==> config.mk <==
export PLATFORM = sky130hd
export DESIGN_NAME = histeq_sequencer_flat
export DESIGN_NICKNAME = d
export VERILOG_FILES = /design/src/rtl/histeq_pkg.sv /design/src/rtl/histeq_sequencer_if.sv /design/src/rtl/histeq_m2_mux.sv /design/src/rtl/histeq_sequencer.sv /design/src/flat_wrapper.sv
export SDC_FILE = /design/constraint.sdc
export NUM_CORES = 1
export LEC_CHECK = 0
export ABC_AREA = 1
export BUFFER_PORTS_ARGS = -buffer_cell sky130_fd_sc_hd__buf_2
export CAP_MARGIN = 20
export CORE_AREA = 3 3 192 194
export CTS_CLUSTER_DIAMETER = 80
export DETAILED_ROUTE_END_ITERATION = 10
export DIE_AREA = 0 0 195 197
export GPL_TIMING_DRIVEN = 0
export MAX_ROUTING_LAYER = met4
export PLACE_DENSITY = 0.44
export SLEW_MARGIN = 20
export SYNTH_ARGS = -nofsm -noshare
export SYNTH_HDL_FRONTEND = slang
export SYNTH_SLANG_ARGS = --single-unit
==> constraint.sdc <==
create_clock -name clock -period 1.9 [get_ports clock]
set_input_delay 0.19 -clock clock [delete_from_list [all_inputs] [get_ports clock]]
set_output_delay 0.19 -clock clock [all_outputs]
set_load 0.05 [all_outputs]
==> src/rtl/histeq_pkg.sv <==
// Shared phase encodings and m2 port sizes for the histogram-equalizer controller.
package histeq_pkg;

    localparam int M2_ADDR_W         = 16;
    localparam int M2_DATA_W         = 128;
    localparam int HIST_BINS_DEFAULT = 256;

    typedef enum logic [2:0] {
        PH_IDLE  = 3'd0,
        PH_CLEAR = 3'd1,
        PH_COUNT = 3'd2,
        PH_CDF   = 3'd3,
        PH_MAP   = 3'd4,
        PH_DONE  = 3'd5,
        PH_ERROR = 3'd6
    } phase_t;

    function automatic logic is_wait_phase(input phase_t p);
        return (p == PH_COUNT) || (p == PH_CDF) || (p == PH_MAP);
    endfunction

endpackage

==> src/rtl/histeq_sequencer_if.sv <==
// Job control, stage handshake and m2 scratchpad signals of the histeq sequencer.
interface histeq_sequencer_if;
    import histeq_pkg::*;

    logic                 start;
    logic                 busy;
    logic                 done;
    logic                 error;
    logic [2:0]           phase;

    logic                 cnt_start;
    logic                 cdf_start;
    logic                 map_start;
    logic                 cnt_done;
    logic                 cdf_done;
    logic                 map_done;

    logic [M2_ADDR_W-1:0] cnt_m2ReadAddr;
    logic [M2_ADDR_W-1:0] cnt_m2WriteAddr;
    logic [M2_DATA_W-1:0] cnt_m2WriteVal;
    logic                 cnt_m2WE;
    logic [M2_ADDR_W-1:0] cdf_m2ReadAddr;
    logic [M2_ADDR_W-1:0] cdf_m2WriteAddr;
    logic [M2_DATA_W-1:0] cdf_m2WriteVal;
    logic                 cdf_m2WE;

    logic [M2_ADDR_W-1:0] m2ReadAddr;
    logic [M2_ADDR_W-1:0] m2WriteAddr;
    logic [M2_DATA_W-1:0] m2WriteVal;
    logic                 m2WE;

    // Sequencer side.
    modport master (
        input  start, cnt_done, cdf_done, map_done,
        input  cnt_m2ReadAddr, cnt_m2WriteAddr, cnt_m2WriteVal, cnt_m2WE,
        input  cdf_m2ReadAddr, cdf_m2WriteAddr, cdf_m2WriteVal, cdf_m2WE,
        output busy, done, error, phase, cnt_start, cdf_start, map_start,
        output m2ReadAddr, m2WriteAddr, m2WriteVal, m2WE
    );

    // Stage / scratchpad side.
    modport slave (
        output start, cnt_done, cdf_done, map_done,
        output cnt_m2ReadAddr, cnt_m2WriteAddr, cnt_m2WriteVal, cnt_m2WE,
        output cdf_m2ReadAddr, cdf_m2WriteAddr, cdf_m2WriteVal, cdf_m2WE,
        input  busy, done, error, phase, cnt_start, cdf_start, map_start,
        input  m2ReadAddr, m2WriteAddr, m2WriteVal, m2WE
    );

endinterface

==> src/rtl/histeq_m2_mux.sv <==
// Combinational m2 port selector: clear engine, count stage or CDF stage by phase.
module histeq_m2_mux
    import histeq_pkg::*;
(
    input  phase_t               phase,
    input  logic [M2_ADDR_W-1:0] clr_addr,
    input  logic [M2_ADDR_W-1:0] cnt_rd_addr,
    input  logic [M2_ADDR_W-1:0] cnt_wr_addr,
    input  logic [M2_DATA_W-1:0] cnt_wr_val,
    input  logic                 cnt_we,
    input  logic [M2_ADDR_W-1:0] cdf_rd_addr,
    input  logic [M2_ADDR_W-1:0] cdf_wr_addr,
    input  logic [M2_DATA_W-1:0] cdf_wr_val,
    input  logic                 cdf_we,
    output logic [M2_ADDR_W-1:0] m2_rd_addr,
    output logic [M2_ADDR_W-1:0] m2_wr_addr,
    output logic [M2_DATA_W-1:0] m2_wr_val,
    output logic                 m2_we
);

    always_comb begin
        m2_rd_addr = '0;
        m2_wr_addr = '0;
        m2_wr_val  = '0;
        m2_we      = 1'b0;
        case (phase)
            PH_CLEAR: begin
                m2_wr_addr = clr_addr;
                m2_we      = 1'b1;
            end
            PH_COUNT: begin
                m2_rd_addr = cnt_rd_addr;
                m2_wr_addr = cnt_wr_addr;
                m2_wr_val  = cnt_wr_val;
                m2_we      = cnt_we;
            end
            PH_CDF: begin
                m2_rd_addr = cdf_rd_addr;
                m2_wr_addr = cdf_wr_addr;
                m2_wr_val  = cdf_wr_val;
                m2_we      = cdf_we;
            end
            default: ;
        endcase
    end

endmodule

==> src/rtl/histeq_sequencer.sv <==
// Histogram-equalizer phase controller: clear m2, count, CDF, map, with a stage watchdog.
// Optional HISTEQ_PERF_CNT_EN adds per-phase cycle counters cyc_count/cyc_cdf/cyc_map.
module histeq_sequencer
    import histeq_pkg::*;
#(
    parameter int HIST_BINS      = HIST_BINS_DEFAULT,
    parameter int TIMEOUT_CYCLES = 65535,
    parameter int TMR_W          = 16
) (
    input  logic               clock,
    input  logic               rst,
`ifdef HISTEQ_PERF_CNT_EN
    output logic [31:0]        cyc_count,
    output logic [31:0]        cyc_cdf,
    output logic [31:0]        cyc_map,
`endif
    histeq_sequencer_if.master bus
);

    localparam logic [M2_ADDR_W-1:0] CLR_LAST = M2_ADDR_W'(HIST_BINS - 1);
    localparam logic [TMR_W:0]       TMO      = (TMR_W + 1)'(TIMEOUT_CYCLES);

    phase_t               state;
    logic [M2_ADDR_W-1:0] clr_addr;
    logic [TMR_W-1:0]     tmr;
    logic [TMR_W:0]       tmr_nx;
    logic                 busy_q, done_q, error_q;
    logic                 cnt_start_q, cdf_start_q, map_start_q;
    logic                 stage_done, timeout;

    // A done seen alongside the stage's own start pulse belongs to the previous job.
    always_comb begin
        tmr_nx = ({1'b0, tmr} >= TMO) ? TMO : {1'b0, tmr} + (TMR_W + 1)'(1);
        case (state)
            PH_COUNT: stage_done = bus.cnt_done && !cnt_start_q;
            PH_CDF:   stage_done = bus.cdf_done && !cdf_start_q;
            PH_MAP:   stage_done = bus.map_done && !map_start_q;
            default:  stage_done = 1'b0;
        endcase
        timeout = is_wait_phase(state) && (tmr_nx == TMO);
    end

    always_ff @(posedge clock) begin
        if (rst) begin
            state       <= PH_IDLE;
            clr_addr    <= '0;
            tmr         <= '0;
            busy_q      <= 1'b0;
            done_q      <= 1'b0;
            error_q     <= 1'b0;
            cnt_start_q <= 1'b0;
            cdf_start_q <= 1'b0;
            map_start_q <= 1'b0;
`ifdef HISTEQ_PERF_CNT_EN
            cyc_count   <= '0;
            cyc_cdf     <= '0;
            cyc_map     <= '0;
`endif
        end else begin
            done_q      <= 1'b0;
            cnt_start_q <= 1'b0;
            cdf_start_q <= 1'b0;
            map_start_q <= 1'b0;
            case (state)
                PH_IDLE, PH_DONE, PH_ERROR: begin
                    if (bus.start) begin
                        state    <= PH_CLEAR;
                        busy_q   <= 1'b1;
                        error_q  <= 1'b0;
                        clr_addr <= '0;
                        tmr      <= '0;
`ifdef HISTEQ_PERF_CNT_EN
                        cyc_count <= '0;
                        cyc_cdf   <= '0;
                        cyc_map   <= '0;
`endif
                    end else if (state == PH_DONE) begin
                        state <= PH_IDLE;
                    end
                end
                PH_CLEAR: begin
                    if (clr_addr == CLR_LAST) begin
                        state       <= PH_COUNT;
                        cnt_start_q <= 1'b1;
                        clr_addr    <= '0;
                        tmr         <= '0;
                    end else begin
                        clr_addr <= clr_addr + M2_ADDR_W'(1);
                    end
                end
                PH_COUNT, PH_CDF, PH_MAP: begin
                    // tmr_nx is also the number of cycles spent in the phase so far.
                    if (stage_done) begin
                        tmr <= '0;
                        case (state)
                            PH_COUNT: begin
                                state       <= PH_CDF;
                                cdf_start_q <= 1'b1;
`ifdef HISTEQ_PERF_CNT_EN
                                cyc_count   <= 32'(tmr_nx);
`endif
                            end
                            PH_CDF: begin
                                state       <= PH_MAP;
                                map_start_q <= 1'b1;
`ifdef HISTEQ_PERF_CNT_EN
                                cyc_cdf     <= 32'(tmr_nx);
`endif
                            end
                            default: begin
                                state  <= PH_DONE;
                                busy_q <= 1'b0;
                                done_q <= 1'b1;
`ifdef HISTEQ_PERF_CNT_EN
                                cyc_map <= 32'(tmr_nx);
`endif
                            end
                        endcase
                    end else if (timeout) begin
                        state   <= PH_ERROR;
                        busy_q  <= 1'b0;
                        error_q <= 1'b1;
                        tmr     <= '0;
                    end else begin
                        tmr <= tmr_nx[TMR_W-1:0];
                    end
                end
                default: begin
                    state  <= PH_IDLE;
                    busy_q <= 1'b0;
                end
            endcase
        end
    end

    assign bus.phase     = state;
    assign bus.busy      = busy_q;
    assign bus.done      = done_q;
    assign bus.error     = error_q;
    assign bus.cnt_start = cnt_start_q;
    assign bus.cdf_start = cdf_start_q;
    assign bus.map_start = map_start_q;

    histeq_m2_mux u_m2_mux (
        .phase       (state),
        .clr_addr    (clr_addr),
        .cnt_rd_addr (bus.cnt_m2ReadAddr),
        .cnt_wr_addr (bus.cnt_m2WriteAddr),
        .cnt_wr_val  (bus.cnt_m2WriteVal),
        .cnt_we      (bus.cnt_m2WE),
        .cdf_rd_addr (bus.cdf_m2ReadAddr),
        .cdf_wr_addr (bus.cdf_m2WriteAddr),
        .cdf_wr_val  (bus.cdf_m2WriteVal),
        .cdf_we      (bus.cdf_m2WE),
        .m2_rd_addr  (bus.m2ReadAddr),
        .m2_wr_addr  (bus.m2WriteAddr),
        .m2_wr_val   (bus.m2WriteVal),
        .m2_we       (bus.m2WE)
    );

endmodule
==> src/flat_wrapper.sv <==
// flat-port wrapper written by rule: the top's interface ports become plain ports
module histeq_sequencer_flat import histeq_pkg::*;
#(
    parameter int HIST_BINS      = HIST_BINS_DEFAULT,
    parameter int TIMEOUT_CYCLES = 65535,
    parameter int TMR_W          = 16
)
  (clock, rst, bus_start, bus_cnt_done, bus_cdf_done, bus_map_done, bus_cnt_m2ReadAddr, bus_cnt_m2WriteAddr, bus_cnt_m2WriteVal, bus_cnt_m2WE, bus_cdf_m2ReadAddr, bus_cdf_m2WriteAddr, bus_cdf_m2WriteVal, bus_cdf_m2WE, bus_busy, bus_done, bus_error, bus_phase, bus_cnt_start, bus_cdf_start, bus_map_start, bus_m2ReadAddr, bus_m2WriteAddr, bus_m2WriteVal, bus_m2WE);
  histeq_sequencer_if bus_i ();
  input  logic clock;
  input  logic rst;
  input wire logic [$bits(bus_i.start)-1:0] bus_start;
  input wire logic [$bits(bus_i.cnt_done)-1:0] bus_cnt_done;
  input wire logic [$bits(bus_i.cdf_done)-1:0] bus_cdf_done;
  input wire logic [$bits(bus_i.map_done)-1:0] bus_map_done;
  input wire logic [$bits(bus_i.cnt_m2ReadAddr)-1:0] bus_cnt_m2ReadAddr;
  input wire logic [$bits(bus_i.cnt_m2WriteAddr)-1:0] bus_cnt_m2WriteAddr;
  input wire logic [$bits(bus_i.cnt_m2WriteVal)-1:0] bus_cnt_m2WriteVal;
  input wire logic [$bits(bus_i.cnt_m2WE)-1:0] bus_cnt_m2WE;
  input wire logic [$bits(bus_i.cdf_m2ReadAddr)-1:0] bus_cdf_m2ReadAddr;
  input wire logic [$bits(bus_i.cdf_m2WriteAddr)-1:0] bus_cdf_m2WriteAddr;
  input wire logic [$bits(bus_i.cdf_m2WriteVal)-1:0] bus_cdf_m2WriteVal;
  input wire logic [$bits(bus_i.cdf_m2WE)-1:0] bus_cdf_m2WE;
  output wire logic [$bits(bus_i.busy)-1:0] bus_busy;
  output wire logic [$bits(bus_i.done)-1:0] bus_done;
  output wire logic [$bits(bus_i.error)-1:0] bus_error;
  output wire logic [$bits(bus_i.phase)-1:0] bus_phase;
  output wire logic [$bits(bus_i.cnt_start)-1:0] bus_cnt_start;
  output wire logic [$bits(bus_i.cdf_start)-1:0] bus_cdf_start;
  output wire logic [$bits(bus_i.map_start)-1:0] bus_map_start;
  output wire logic [$bits(bus_i.m2ReadAddr)-1:0] bus_m2ReadAddr;
  output wire logic [$bits(bus_i.m2WriteAddr)-1:0] bus_m2WriteAddr;
  output wire logic [$bits(bus_i.m2WriteVal)-1:0] bus_m2WriteVal;
  output wire logic [$bits(bus_i.m2WE)-1:0] bus_m2WE;
  assign bus_i.start = bus_start;
  assign bus_i.cnt_done = bus_cnt_done;
  assign bus_i.cdf_done = bus_cdf_done;
  assign bus_i.map_done = bus_map_done;
  assign bus_i.cnt_m2ReadAddr = bus_cnt_m2ReadAddr;
  assign bus_i.cnt_m2WriteAddr = bus_cnt_m2WriteAddr;
  assign bus_i.cnt_m2WriteVal = bus_cnt_m2WriteVal;
  assign bus_i.cnt_m2WE = bus_cnt_m2WE;
  assign bus_i.cdf_m2ReadAddr = bus_cdf_m2ReadAddr;
  assign bus_i.cdf_m2WriteAddr = bus_cdf_m2WriteAddr;
  assign bus_i.cdf_m2WriteVal = bus_cdf_m2WriteVal;
  assign bus_i.cdf_m2WE = bus_cdf_m2WE;
  assign bus_busy = bus_i.busy;
  assign bus_done = bus_i.done;
  assign bus_error = bus_i.error;
  assign bus_phase = bus_i.phase;
  assign bus_cnt_start = bus_i.cnt_start;
  assign bus_cdf_start = bus_i.cdf_start;
  assign bus_map_start = bus_i.map_start;
  assign bus_m2ReadAddr = bus_i.m2ReadAddr;
  assign bus_m2WriteAddr = bus_i.m2WriteAddr;
  assign bus_m2WriteVal = bus_i.m2WriteVal;
  assign bus_m2WE = bus_i.m2WE;
  histeq_sequencer #(.HIST_BINS(HIST_BINS), .TIMEOUT_CYCLES(TIMEOUT_CYCLES), .TMR_W(TMR_W)) u_core (.clock(clock), .rst(rst), .bus(bus_i));
endmodule
==> key figures, run 1 <==
Die
  – Die ar.: 0.0384 sq mm
  – Initial core utilization: 12.0%
  – Rows: 69
  – DIE WIDTH: 195 microns
  – Core Area: 0.0354 sq mm
  – Die Ht: 197 microns
  – # IOs: 498

Setup path
  – CP Data Arrival Time: 1.92 ns
  – RR Endpoint: u_core.bus.phase[0]
  – Reg2reg path depth: 15
  – R2R Path Start: u_core.tmr[1]
  – Setup crit end kind: output pin
  – Worst-path maximum fanout: 10
  – Crit path kind: reg -> out
  – Data required time at the worst endpoint: 1.71 ns
  – R2r setup slk: -0.20 ns
  – CP Launch Type: register

Worst hold path
  – Worst hold path class: in -> reg
  – Hold Crit Start: bus_cnt_done
  – Worst hold path depth: 3
  – Hold EP: u_core.bus.cdf_start

Timing
  – Final min period: 2.11 ns
  – Slew HR: 54.0%
  – Period utilization: 111%
  – Setup_tns: -19.87 ns
  – Final Max Tran Viols: 0
  – Hold Fails Final Rpt: 0
  – RSZ-0062 raised after global routing: yes
  – Worst slew pin tran: 0.690 ns
  – Fmax: 473 MHz
  – Clock Skew: 0.00883 ns
  – Final WS setup: -0.212 ns
  – # setup viols final: 160

Route
  – Residual DRC: 0
  – Wire per inst: 26.6 microns
  – Antenna-violating nets left: 0
  – Initial DRC count: 434
  – Drt via density: 4.40
  – DR pass1 iterations: 5
  – Final wirelength: 44.7 mm
  – DR vias: 7,389

Placement
  – Place WS: -1.17 ns
  – Port Buffers: 496
  – GP Congestion: 0.987
  – DP HPWL: 36.0 mm

Flow run
  – Max cap viols: 0

Pwr
  – Psw: 7.19 mW
  – Sequential power share: 7.2%
  – Worst VDD drop: 0.000515 V
  – Clk pwr share: 7.0%
  – Leak: 5.89 nW
  – Comb pwr share: 85.9%
  – Switching portion of total power: 51.0%
  – Int Pwr: 6.90 mW
  – PD cells: 1150 mW/mm^2

Global route
  – Vias in the first global route: 7,234
  – Tot GR Track Use: 22.1%
  – GR Overflow Total: 0
  – First-pass GRT wire length: 58.8 mm
  – Initial antenna violation count: 16
  – Largest net degree at the start of global routing: 13

Synth
  – Synth Register Bits: 41
  – Synth area leaders: a22o_1, dfxtp_1, nand2_1
  – Syn avg cell area: 6.83 sq um
  – Cell accounting for the most synthesized area: a22o_1
  – Sequential element share of the synthesized area: 19.4%
  – Syn Std Cell Area: 0.00424 sq mm
  – Area share of the largest cell type after synthesis: 29.7%
  – Syn Nets: 951
  – Unique cell type count in the Yosys netlist: 39
  – Cells after synthesis: 621
  – YS warnings: 0

Outcome
  – Status: complete, but fails checks
  – Failing checks: setup timing

Clock tree
  – TritonCTS clock tree: built
  – H-tree depth: 2
  – TritonCTS Buffers: 5
  – Worst-skew pair later-pin latency: 0.30 ns
  – # clock sinks: 41
  – Longest Clk Path Bufs: 2
  – Reg clk slew, reported paths: 0.06 ns
  – Root Buffer: clkbuf_16

Layout
  – P&R area growth vs syn: 189%
  – Nets: 1,538
  – Fraction of final layout cells sized beyond drive strength 1: 73.6%
## per-stage QoR
| stage | power, mW | instance area, sq um | util, % | std cells | hold slack, ns |
|---|---|---|---|---|---|
| after floorplan | 6.25 | 4830 | - | 621 | 0.359 |
| after global placement | 8.65 | 7890 | 22.3 | 1578 | 0.456 |
| after detailed placement | 8.64 | 7890 | 22.3 | 1578 | 0.459 |
| after CTS | 13.4 | 11400 | 32.3 | 1650 | 0.182 |
| after global routing | 14.6 | 12300 | 34.6 | 1680 | 0.198 |
| final | 14.1 | 12300 | 34.6 | 1680 | 0.181 |
## worst max-delay path: stages (launching register included)
cell and delay, ns:
dfxtp_2 0.34, buf_6 0.12, nand2_4 0.07, nor2_4 0.04, buf_6 0.11, buf_12 0.13, clkbuf_16 0.18, buf_8 0.17
a22o_4 0.30, buf_8 0.16
## worst max-delay path by stage
| stage | startpoint | to | slack, ns | cells past startpoint |
|---|---|---|---|---|
| detailed placement | u_core.bus.phase[0] | bus_m2ReadAddr[13] | -1.17 | 6 |
| CTS | u_core.tmr[0] | u_core.tmr[7] | -0.26 | 15 |
| finish | u_core.bus.phase[1] | bus_m2WriteVal[39] | -0.21 | 9 |
| global route | u_core.tmr[1] | u_core.bus.phase[1] | -0.35 | 17 |
| global placement | u_core.bus.phase[0] | bus_m2ReadAddr[13] | -1.12 | 6 |
| floorplan | u_core.bus.phase[1] | bus_m2WriteAddr[10] | -0.22 | 6 |
## flip-flops by register name, indices dropped and copies added, names as in the netlist
signal                count
u_core.bus.busy           1
u_core.tmr               16
u_core.bus.cdf_start      1
u_core.bus.cnt_start      1
u_core.bus.error          1
u_core.clr_addr          16
u_core.bus.done           1
u_core.bus.map_start      1
u_core.bus.phase          3
## cells in the final DEF, fill, tap and decap left out, drive strengths merged
cell type,count
a22oi,17
a31oi,1
diode,10
nor3b,1
dfxtp,41
ha,2
xor2,4
o21ai,35
or2,2
a22o,144
nand3b,2
nand3,26
and2,8
a32oi,1
inv,50
nand2,125
nor3,10
nor2,58
buf,585
xnor2,1
clkbuf,48
a21oi,31
nand4,17
## power groups by stage
stage                     registers (mW)  logic [mW]  clock network (mW)
final                               1.01        12.1               0.980
after global routing                1.02        12.5                1.03
after CTS                           1.01        11.4               0.991
after detailed placement            1.03        7.61                   0
after global placement              1.03        7.62                   0
after floorplan                     1.17        5.07                   0
## cell families after synthesis
kind of cell / share of synthesized area, %
AOI/OAI and AO/OA: 41.2
xor gates and xnor gates: 1.03
adders and majority gates: 0.590
buffers and inverters: 8.88
DFF: 19.4
and+or+nand+nor: 29.0
## per-layer routing
metal,GRT usage [%],routed length [microns]
met5,-,0
met1,27.0,18500
met3,3.40,2150
met4,6.42,1610
met2,38.0,22400
## synth_stat cells (all sizes together)
cell    number
a22oi       17
nand4       17
a32oi        1
a31oi        1
xnor2        1
nor3        10
and2         8
o21ai       35
nand3       26
nor3b        1
inv         50
buf          9
ha           2
a22o       144
nand2      125
clkbuf      36
dfxtp       41
or2          2
nor2        58
a21oi       31
xor2         4
nand3b       2
## cell type report
type	count	area, sq um
multi-input combinational	485	4470
antenna	10	25.0
timing repair buffer	586	5270
fill	3643	23100
clock buffer	8	168
sequential	41	865
tap	461	577
inverter	50	208
buffer	39	676
## repair_timing
item / in CTS / in global routing
cloned: 19 / 5
buffers inserted: 48 / 24
endpoints found under the setup margin: 200 / 196
hold buffers: 0 / 0
pin swaps: 32 / 73
resized for setup: 658 / 183
No activity file was read; power rests on OpenSTA's default activity.
==> run 2: changes to the inputs <==
SETUP_SLACK_MARGIN = 0.3   (was not set)
==> key figures, run 2 (synthesized netlist as in run 1, its figures left out) <==
Timing
  – RSZ-0062 raised after global routing: yes
  – Setup_tns: -24.76 ns
  – Final min period: 2.20 ns
  – Hold Fails Final Rpt: 0
  – Clock Skew: 0.0112 ns
  – Fmax: 455 MHz
  – Worst slew pin tran: 0.865 ns
  – # setup viols final: 182
  – Final WS setup: -0.295 ns
  – Period utilization: 116%
  – Final Max Tran Viols: 0
  – Slew HR: 42.3%

Die
  – Core Area: 0.0354 sq mm
  – Die Ht: 197 microns
  – Initial core utilization: 12.0%
  – Die ar.: 0.0384 sq mm
  – # IOs: 498
  – Rows: 69
  – DIE WIDTH: 195 microns

Setup path
  – Crit path largest cell delay: 0.37 ns
  – CP Data Arrival Time: 2.01 ns
  – Worst-path maximum fanout: 5
  – RR Endpoint: u_core.tmr[4]
  – Reg2reg path depth: 16
  – Slowest CP cell: dfxtp_4
  – R2r setup slk: -0.21 ns
  – R2R Path Start: u_core.tmr[1]
  – Crit path kind: reg -> out
  – Setup crit end kind: output pin
  – Worst path cell trace: inv_4 > nor2_4 > inv_2 > nor2_4 > buf_12 > clkbuf_16 > clkbuf_16 > a22oi_2 > nand2_2 > buf_6
  – Data required time at the worst endpoint: 1.71 ns
  – CP Launch Type: register
  – Critical Path Start: u_core.bus.phase[1]

Worst hold path
  – Hold EP: u_core.bus.cdf_start
  – Hold Crit Start: bus_cnt_done
  – Worst hold path depth: 3
  – Worst hold path class: in -> reg

Pwr
  – Switching portion of total power: 49.2%
  – Design Power: 15.4 mW
  – Psw: 7.56 mW
  – Int Pwr: 7.80 mW
  – Leak: 6.47 nW
  – PD cells: 1130 mW/mm^2
  – Worst VDD drop: 0.000563 V
  – Sequential power share: 6.7%
  – Clk pwr share: 6.0%
  – Comb pwr share: 87.3%

Route
  – Initial DRC count: 526
  – WL met3: 2.10 mm
  – DR pass1 iterations: 5
  – Met1 WL: 17.0 mm
  – DR vias: 7,573
  – Residual DRC: 0
  – Final wirelength: 43.5 mm
  – Drt via density: 4.44
  – Antenna-violating nets left: 0
  – Wire per inst: 25.5 microns
  – Highest routed layer: met4
  – Met2 wire len: 23.2 mm

Layout
  – Commonest non-fill, non-tap cells in the layout: buf_2, a22o_4, buf_8
  – Design area: 0.0136 sq mm
  – Fraction of final layout cells sized beyond drive strength 1: 79.3%
  – Most common cell after layout, fill and taps aside: buf_2
  – P&R area growth vs syn: 220%
  – Util after Layout: 38.3%
  – Nets: 1,570

Global route
  – First-pass GRT wire length: 58.4 mm
  – Largest net degree at the start of global routing: 16
  – Vias in the first global route: 7,684
  – Initial antenna violation count: 7
  – Tot GR Track Use: 21.5%
  – GR Overflow Total: 0

Outcome
  – Status: complete, but fails checks
  – Failing checks: setup timing

Clock tree
  – H-tree depth: 2
  – TritonCTS Buffers: 5
  – # clock sinks: 41
  – Longest Clk Path Bufs: 2
  – Root Buffer: clkbuf_16
  – TritonCTS clock tree: built
  – Hold buffers post-CTS: 0
  – Reg clk slew, reported paths: 0.07 ns
  – Worst-skew pair later-pin latency: 0.30 ns

Placement
  – Port Buffers: 496
  – Place WS: -0.884 ns
  – Placed cell area: 0.00883 sq mm
  – GP Congestion: 0.907
  – DP HPWL: 35.0 mm

Flow run
  – Max cap viols: 0
==> run 2: changes by cell type in the layout (fill, tap and decap cells not counted), moves of 6 or more <==
| cell | previous run | this run |
|---|---|---|
| a21oi_2 | 2 | 13 |
| a22o_4 | 106 | 144 |
| buf_8 | 74 | 111 |
| a22o_1 | 38 | 0 |
| a21oi_1 | 29 | 18 |
| o21ai_4 | 2 | 8 |
| nand2_4 | 9 | 15 |
| o21ai_2 | 16 | 10 |
| clkbuf_16 | 37 | 48 |
| buf_6 | 56 | 50 |
| buf_4 | 57 | 41 |
==> run 2: how the worst max path moves through the flow <==
stage / to / slack (ns) / depth (start not counted)
after floorplan: bus_m2WriteAddr[10] / -0.22 / 5
after global placement: bus_m2WriteAddr[0] / -0.89 / 7
after detailed placement: bus_m2WriteAddr[0] / -0.88 / 7
after CTS: u_core.tmr[7] / -0.25 / 16
after global routing: u_core.bus.phase[0] / -0.35 / 16
final: bus_m2WriteAddr[0] / -0.30 / 10
==> run 2: timing repair <==
item,4_1_cts,5_1_grt
gates resized for setup,730,138
pin swaps,32,71
setup buffers,57,30
cloned,22,7
setup endpoints to repair,201,201
==> run 2: metrics by stage <==
| step | hold slack [ns] | cells |
|---|---|---|
| final | 0.179 | 1707 |
| after global placement | 0.439 | 1578 |
| after detailed placement | 0.441 | 1578 |
| after floorplan | 0.339 | 621 |
| after CTS | 0.171 | 1665 |
| after global routing | 0.203 | 1707 |
==> run 2: final cells by class <==
cell class | instances | area [sq um]
Antenna cell | 5 | 12.5
Multi-Input combinational cell | 485 | 5000
Clock inverter | 3 | 25.0
Clock buffer | 5 | 125
Sequential cell | 41 | 865
Inverter | 50 | 215
Fill cell | 3465 | 21800
Timing Repair Buffer | 612 | 5900
Tap cell | 461 | 577
Buffer | 45 | 843
==> run 2: per-layer routing <==
metal  vias to the layer above  global-route usage, %
li1                       3522                      -
met5                         -                      -
met3                        37                   2.97
met1                      3723                   24.5
met2                       291                   39.6
met4                         0                   5.36
==> run 2: power groups by stage <==
| stage | clock [mW] | combinational (mW) | sequential (mW) |
|---|---|---|---|
| floorplan | 0 | 5.82 | 1.18 |
| global placement | 0 | 8.33 | 1.03 |
| detailed placement | 0 | 8.32 | 1.04 |
| CTS | 0.941 | 12.6 | 1.02 |
| global route | 0.972 | 13.8 | 1.04 |
| finish | 0.922 | 13.4 | 1.03 |
==> run 2: critical path, delay by kind of cell, from the launching register on <==
kind / cells / cell delay (ns)
buffers and inverters: 6 / 0.78
AOI/OAI and AO/OA: 1 / 0.33
and+or+nand+nor: 3 / 0.23
DFF: 1 / 0.37
